File: src/rtl/game_sequencer.sv
// Endless-runner game core: scrolls an 8-cell obstacle map toward the player
// once per game step, handles jumping and collisions, and keeps the score.
module game_sequencer #(
  parameter int unsigned TICK_DIV   = 10_000_000,
  parameter int unsigned JUMP_STEPS = 3,
  parameter logic [15:0] LFSR_SEED  = 16'hACE1
) (
  input  logic        CLK100MHZ,
  input  logic        reset,
  input  logic        btn_start,
  input  logic        btn_jump,
  output logic [15:0] map,
  output logic        start,
  output logic        jump,
  output logic        dead,
  output logic [31:0] score,
  output logic        step
);

  localparam int unsigned   TW        = (TICK_DIV > 1) ? $clog2(TICK_DIV) : 1;
  localparam logic [TW-1:0] TICK_LAST = TW'(TICK_DIV - 1);
  localparam logic [3:0]    JUMP_LOAD = 4'(JUMP_STEPS);
  localparam logic [31:0]   SCORE_MAX = 32'd99_999_999;

  typedef enum logic [1:0] {
    ST_IDLE = 2'd0,
    ST_RUN  = 2'd1,
    ST_DEAD = 2'd2
  } state_t;

  state_t        state_r;
  logic [TW-1:0] tick_r;
  logic [3:0]    jcnt_r;
  logic [15:0]   lfsr_r;
  logic          start_prev_r;
  logic          jump_prev_r;

  logic          start_rise_s;
  logic          jump_rise_s;
  logic          tick_wrap_s;
  logic          jump_grant_s;
  logic          jump_eff_s;
  logic          collide_s;
  logic [1:0]    new_cell_s;
  logic [15:0]   map_shift_s;
  logic [31:0]   score_inc_s;

  // Taps 16,14,13,11 of a left-shifting Fibonacci LFSR.
  function automatic logic lfsr_fb(input logic [15:0] v);
    return v[15] ^ v[13] ^ v[12] ^ v[10];
  endfunction

  function automatic logic [1:0] cell_code(input logic [2:0] sel);
    logic [1:0] c;
    case (sel)
      3'd0:    c = 2'd1;
      3'd1:    c = 2'd2;
      default: c = 2'd0;
    endcase
    return c;
  endfunction

  // Button edges, next map cell, collision and saturated score increment.
  always_comb begin
    start_rise_s = btn_start & ~start_prev_r;
    jump_rise_s  = btn_jump & ~jump_prev_r;
    tick_wrap_s  = (tick_r == TICK_LAST);
    jump_grant_s = (state_r == ST_RUN) & jump_rise_s & ~jump;
    jump_eff_s   = jump | jump_grant_s;
    if (map[3:0] != 4'd0) begin
      new_cell_s = 2'd0;
    end else begin
      new_cell_s = cell_code(lfsr_r[2:0]);
    end
    map_shift_s = {map[13:0], new_cell_s};
    collide_s   = ((map_shift_s[15:14] == 2'd1) & ~jump_eff_s) |
                  ((map_shift_s[15:14] == 2'd2) &  jump_eff_s);
    if (score >= SCORE_MAX) begin
      score_inc_s = SCORE_MAX;
    end else begin
      score_inc_s = score + 32'd1;
    end
  end

  // Game FSM with all outputs registered.
  always_ff @(posedge CLK100MHZ) begin
    if (reset) begin
      state_r      <= ST_IDLE;
      map          <= 16'd0;
      score        <= 32'd0;
      start        <= 1'b0;
      jump         <= 1'b0;
      dead         <= 1'b0;
      step         <= 1'b0;
      tick_r       <= '0;
      jcnt_r       <= 4'd0;
      lfsr_r       <= LFSR_SEED;
      start_prev_r <= 1'b1;
      jump_prev_r  <= 1'b1;
    end else begin
      start_prev_r <= btn_start;
      jump_prev_r  <= btn_jump;
      step         <= 1'b0;
      case (state_r)
        ST_IDLE: begin
          if (start_rise_s) begin
            state_r <= ST_RUN;
            start   <= 1'b1;
            dead    <= 1'b0;
            map     <= 16'd0;
            score   <= 32'd0;
            jump    <= 1'b0;
            jcnt_r  <= 4'd0;
            tick_r  <= '0;
          end
        end
        ST_RUN: begin
          tick_r <= tick_wrap_s ? '0 : tick_r + TW'(1'b1);
          if (jump_grant_s) begin
            jump   <= 1'b1;
            jcnt_r <= JUMP_LOAD;
          end
          if (tick_wrap_s) begin
            step   <= 1'b1;
            lfsr_r <= {lfsr_r[14:0], lfsr_fb(lfsr_r)};
            map    <= map_shift_s;
            if (collide_s) begin
              state_r <= ST_DEAD;
              dead    <= 1'b1;
              jump    <= 1'b0;
              jcnt_r  <= 4'd0;
            end else begin
              score <= score_inc_s;
              // A jump granted on this step keeps its full count.
              if (!jump_grant_s && jump) begin
                jcnt_r <= jcnt_r - 4'd1;
                if (jcnt_r == 4'd1) begin
                  jump <= 1'b0;
                end
              end
            end
          end
        end
        ST_DEAD: begin
          if (start_rise_s) begin
            state_r <= ST_IDLE;
            start   <= 1'b0;
            dead    <= 1'b0;
          end
        end
        default: begin
          state_r <= ST_IDLE;
          start   <= 1'b0;
          dead    <= 1'b0;
          jump    <= 1'b0;
          tick_r  <= '0;
        end
      endcase
    end
  end

endmodule

File: config.mk
export PLATFORM = sky130hd
export DESIGN_NAME = game_sequencer
export DESIGN_NICKNAME = d
export VERILOG_FILES = /design/src/rtl/game_sequencer.sv
export SDC_FILE = /design/constraint.sdc
export NUM_CORES = 1
export LEC_CHECK = 0
export ABC_AREA = 1
export CAP_MARGIN = 20
export CELL_PAD_IN_SITES_DETAIL_PLACEMENT = 1
export CELL_PAD_IN_SITES_GLOBAL_PLACEMENT = 2
export CORE_ASPECT_RATIO = 0.8
export CORE_UTILIZATION = 26
export DETAILED_ROUTE_END_ITERATION = 8
export GPL_ROUTABILITY_DRIVEN = 0
export PLACE_DENSITY_LB_ADDON = 0.1
export SLEW_MARGIN = 20
export SYNTH_ARGS = -nofsm -noshare
export SYNTH_HDL_FRONTEND = slang
export SYNTH_SLANG_ARGS = --single-unit
export TNS_END_PERCENT = 10
File: constraint.sdc
create_clock -name CLK100MHZ -period 4.6 [get_ports CLK100MHZ]
set_input_delay 0.46 -clock CLK100MHZ [delete_from_list [all_inputs] [get_ports CLK100MHZ]]
set_output_delay 0.46 -clock CLK100MHZ [all_outputs]
set_load 0.005 [all_outputs]
Word level (Yosys, flattened, before mapping)
Cells that the tools add are included.
Widths: inputs -> output; s select.

storage, ports and cells
  output and inout port bits = 52
  latch bits = 0
  logic and storage cells = 99
  memory bits (read-only) = 0
  memory bits (writable) = 0
  memories = 0
  register bits after elaboration = 100
  input bits = 4

cells by class
  multipliers = 0
  add/sub/neg operators = 3
  equal/unequal tests = 13
  bitwise gates (word level) = 17
  muxes and demuxes = 37
  shifts and indexed selects = 0
  reductions and logical operators = 16
  $lt $le $gt $ge = 1
  div/mod/pow operators = 0

operators with widths
  cell                   count
  $mux 32                4
  $pmux 24 s3            1
  $pmux 32 s2            1
  $mux 24                2
  $add 32x1->32 const B  1
  $ge 32x27->1 const B   1
  $mux 16                2
  $pmux 16 s2            1
  $add 24x1->24 const B  1
  $eq 24x24->1 const B   1
  $mux 4                 5
  $mux 1                 10
  $mux 2                 5
  $ne 2x2->1 const B     5
  $reduce_and 3->1       3
  $pmux 4 s2             1
  $reduce_and 4->1       2
  $and 1x1->1            6
  $not 1->1              6
  $pmux 1 s3             2
  $pmux 2 s3             1
  $reduce_and 2->1       3
  $eq 2x1->1 const B     2
  $eq 2x2->1 const B     2
  other kinds (15)       19

Depth between registers and ports, before layout
  depth after elaboration = 11
  gate-level depth with buffers = 12
  mapped depth without buffers = 12

Worst setup path after synthesis
No wires, ideal clock.

  path type = register to register
  start = reg tick_r[0]
  end = reg map[3]
  buffers on the path = 1
  arrival time = 1.596 ns
  clock period less this slack = 1.724 ns
  path slack = 2.876 ns
  stages on the path, launching flop included = 12
  data required time = 4.472 ns
  library setup time = 0.128 ns
  path through = dfxtp_1 -> ha_1 -> nand2_1 -> nor2_1 -> nand2_1 -> nor3_2 -> nand2_2 -> nand2_1 -> buf_2 -> o21ai_0 -> nand2_1 -> nor2_1

between the ends
  cells in the longest elaborated chain, start to end = 3

ends and longest elaborated chain
  item                               RTL line  source
  start: declaration                 32        logic [TW-1:0] tick_r;
  start signal: assignment           118       tick_r <= tick_wrap_s ? '0 : tick_r + TW'(1'b1);
  $eq 24x24->1                       67        tick_wrap_s = (tick_r == TICK_LAST);
  $ne 2x2->1 (no source line)        n/a
  $reduce_and 3->1 (no source line)  n/a
  end signal: assignment             126       map <= map_shift_s;
  end: declaration                   12        output logic [15:0] map,

No other way between the ends.
A chain may end at the register's enable or synchronous reset.

Worst setup path in the final report
  start = reg tick_r[0]
  end = reg map[12]

The elaborated chain is that of the path after synthesis.

==> results <==
- The run finished with clean final reports.
- The number of iterations in the first detailed-routing pass is 4.
- For this run, design rule violations remaining after detail routing come to 0.
- The area growth from synthesis to final layout is 20.25%.
- The average instance in the mapped netlist occupies 6.382 um^2.
- The number of different library cells in the post-synthesis netlist is 38.
- At the later pin of the worst-skew pair, clock insertion delay measures ~360 ps.
- Clock-pin slew was measured on the worst setup and hold paths at approximately 80 ps.
- The synthesized net count is 835.
- The total congestion overflow after global routing is 0.
- The TritonCTS buffer count is 9.
- The half-perimeter wire length of the detailed placement result is 12460 um.
- By area the synthesized netlist is led by sky130_fd_sc_hd__dfxtp_1, sky130_fd_sc_hd__nand2_1, sky130_fd_sc_hd__nor2_1, sky130_fd_sc_hd__a21oi_1, sky130_fd_sc_hd__nand3_1.
- The leakage power is 2.422 nW.
- The number of pins with negative max-slew slack in the final report was 0.
- In the routed layout, each cell is associated on average with a via count of around 4.7.
- Post-CTS timing repair inserted 0 buffers for setup.
- For the pin with the worst max-slew slack, the measured transition is 957.0 ps.
- The die height is about 130 um.
- The DRC violation total after the first TritonRoute iteration is roughly 190.
- From left edge to right edge, the die measures around 160 um.
- For this run, the total global-route usage over all layers was measured as 17.29%.
- After detailed routing, the total wire length is about 17000 um.
- Summed over all failing endpoints, the final setup total negative slack is 0 ps.
- The maximum fanout count along the critical path is 21.
- The number of synthesized register bits is 100.
- The cell at the root of the clock tree is sky130_fd_sc_hd__clkbuf_16.
- The highest achievable clock rate is 388.4 MHz.
- The clock tree from TritonCTS is built.
- The core region is just under 20000 um^2.
- The number of antenna violations at the first check in global routing came to 0.
- In the synthesized netlist, the cells that appear most often are sky130_fd_sc_hd__nand2_1, sky130_fd_sc_hd__nor2_1, sky130_fd_sc_hd__dfxtp_1, sky130_fd_sc_hd__inv_1, sky130_fd_sc_hd__a21oi_1.
- The post-synthesis instance area is approximately 5300 um^2.
- The reported max-cap violation count is 0.
- Dividing total power by cell area gives a power density of approximately 320 nW/um^2.
- The post-route clock period utilization is between 50% and 60%.
- The minimum clock period after layout is ~2600 ps.
- The tightest hold path in the finished design has a slack of ~460 ps.
- The non-filler instance count after layout is between 1000 and 1500.
- Synthesis handed over a netlist of approximately 830 instances.
- Yosys mapped a number of flops with a built-in enable equal to 0.
- The cell area after layout is approximately 6300 um^2.
- Setup repair after global routing left no endpoint under its margin.
- The routed wire length per instance is between 15 and 20 um.
- The data required time at the worst endpoint is roughly 4900 ps.
- The hold violation count in the final report came to 0.
- The cell count after placement is between 1000 and 1500.
- The portion of synthesized cell area occupied by the leading cell type is around 38%.
- The clock passes through at most 2 buffers.
- The worst pin sits at a relative slew slack of 36.20%.
- The number of buffers inserted by hold repair at cts is 0.
- Row generation in the floorplan step produced 46 rows.
- The worst-case clock skew is about 13 ps.
- For this block, the via count after detailed routing is roughly 5300.
- The most common cell in the synthesized netlist is sky130_fd_sc_hd__nand2_1.
- The final core area utilization is a little under a third.
- Buffers placed on the I/O ports in this run total 55.
- Once the floorplan was initialized, standard cells occupied roughly a quarter of the core.
- The final-stage net count is ~880.
- The number of antenna diodes is 0.
- The type of the worst setup path is reg -> reg.
- The startpoint type of the worst setup path is a flop.
- The count of yosys warnings during synthesis is 0.
- The first global-routing pass estimated 28260 um of wire.
- For this design, the sink count on the clock tree is 100.
- The share of the yosys chip area belonging to registers is around 38%.
- The number of top-level pins is 56.
- The share of layout cells above drive strength 1 is under 10%.
- For this run, asynchronously set or reset flops after synthesis account for 0%.
- Of all cell types, the one taking the most synthesized area is sky130_fd_sc_hd__dfxtp_1.
- The maximum number of pins on one net before global-route repair is 52.
- The worst IR drop on VDD is ~0.17 mV.
- The cell area after placement is approximately 6000 um^2.
- At the worst endpoint, the arrival time is 2820 ps.
- The die area is 20880 um^2.
- The path class of the lowest-slack min-delay path is reg -> reg.
- The most frequently used flop master after synthesis is sky130_fd_sc_hd__dfxtp_1.
- After clock tree synthesis, the repair step resized 0 gates.
- The detail route stage leaves a number of antenna-violating nets equal to 0.
- The H-tree was split into 3 levels.
- Setup violations remaining at the end of the flow were counted as 0.
- The worst setup path is captured at a flop.
- The number of global-route vias before repair is ~5300.
path summary, 6_finish.rpt:
check / end / slack (ps) / depth (start not counted) / start
worst max register to register: map[12]$_SDFFE_PP0P_ / 2030 / 10 / tick_r[0]$_SDFFE_PP0P_
worst max-delay path: map[12]$_SDFFE_PP0P_ / 2030 / 10 / tick_r[0]$_SDFFE_PP0P_
worst min register to register: lfsr_r[14]$_SDFFE_PP0P_ / 460 / 2 / lfsr_r[14]$_SDFFE_PP0P_
worst min-delay path: lfsr_r[14]$_SDFFE_PP0P_ / 460 / 2 / lfsr_r[14]$_SDFFE_PP0P_
power by group:
| group | internal (W) | switching, W | total [W] |
|---|---|---|---|
| registers | 0.000892 | 0.0000232 | 0.000915 |
| clock network | 0.000388 | 0.000399 | 0.000787 |
| logic | 0.0000820 | 0.000234 | 0.000316 |
| total | 0.00136 | 0.000656 | 0.00202 |
metal layers:
metal,vias up,wire length [um],track usage (%),part of all wire (%)
met1,2549,9042,24.26,52
met3,11,429,3.137,2.5
met4,0,174,4.329,1.0
met2,42,7732,27.33,44
li1,2709,-,-,-
met5,-,0,0,0
area by class of cell:
type / count / area [um^2]
multi-input combinational: 620 / 2846
fill: 2529 / 13510
clock buffer: 9 / 225.2
timing repair buffer: 58 / 568.0
inverter: 79 / 296.5
sequential: 100 / 2002
tap: 264 / 330.3
clock inverter: 7 / 77.57
worst max-delay path, cell delays in order, from the launching register on:
cell and delay [ps]:
sky130_fd_sc_hd__dfxtp_1 380, sky130_fd_sc_hd__ha_1 210, sky130_fd_sc_hd__nand2_1 100, sky130_fd_sc_hd__nor2_1 170, sky130_fd_sc_hd__nand2_1 130, sky130_fd_sc_hd__nor3_2 260
sky130_fd_sc_hd__nand2_2 140, sky130_fd_sc_hd__nand2_1 490, sky130_fd_sc_hd__inv_1 330, sky130_fd_sc_hd__a21oi_1 200, sky130_fd_sc_hd__nor2_1 50
cell usage in the layout, fill, tap and decap left out, types with 3 or more instances in the layout:
cell type / netlist / layout
sky130_fd_sc_hd__inv_2: 4 / 4
sky130_fd_sc_hd__ha_1: 4 / 4
sky130_fd_sc_hd__inv_1: 73 / 73
sky130_fd_sc_hd__nor3_1: 20 / 20
sky130_fd_sc_hd__or2_2: 3 / 3
sky130_fd_sc_hd__buf_4: 1 / 3
sky130_fd_sc_hd__o21ai_0: 36 / 36
sky130_fd_sc_hd__clkdlybuf4s50_1: 0 / 54
sky130_fd_sc_hd__a21oi_1: 62 / 61
sky130_fd_sc_hd__nand4_1: 9 / 9
sky130_fd_sc_hd__xor2_1: 12 / 12
sky130_fd_sc_hd__nor2_1: 128 / 128
sky130_fd_sc_hd__clkbuf_16: 0 / 9
sky130_fd_sc_hd__o211ai_1: 4 / 4
sky130_fd_sc_hd__dfxtp_1: 100 / 100
sky130_fd_sc_hd__xnor2_1: 7 / 7
sky130_fd_sc_hd__nand2_1: 254 / 254
sky130_fd_sc_hd__nand3_1: 59 / 59
registers in the layout (all words and copies together), names as in the netlist:
signal / count
score: 32
start_prev_r: 1
tick_r: 24
jcnt_r: 4
jump: 1
start: 1
jump_prev_r: 1
lfsr_r: 16
dead: 1
map: 16
state_r: 2
step: 1
cell families after synthesis:
logic type / count (synthesis) / synth area share, %
AOI/OAI and AO/OA: 109 / 10.91
buffers and inverters: 107 / 8.203
adders and majority gates: 4 / 0.9484
muxes: 2 / 0.3793
and+or+nand+nor: 486 / 38.48
DFF: 100 / 37.93
xor gates and xnor gates: 19 / 3.153
stage by stage:
step           setup slack [ps]  power, W
2_1_floorplan              2876  0.001149
3_3_place_gp               1870  0.001252
3_5_place_dp               1813  0.001257
4_1_cts                    1997  0.002064
5_1_grt                    1699  0.002124
6_report                   2026  0.002018
Power figures use the tool's default switching activity.
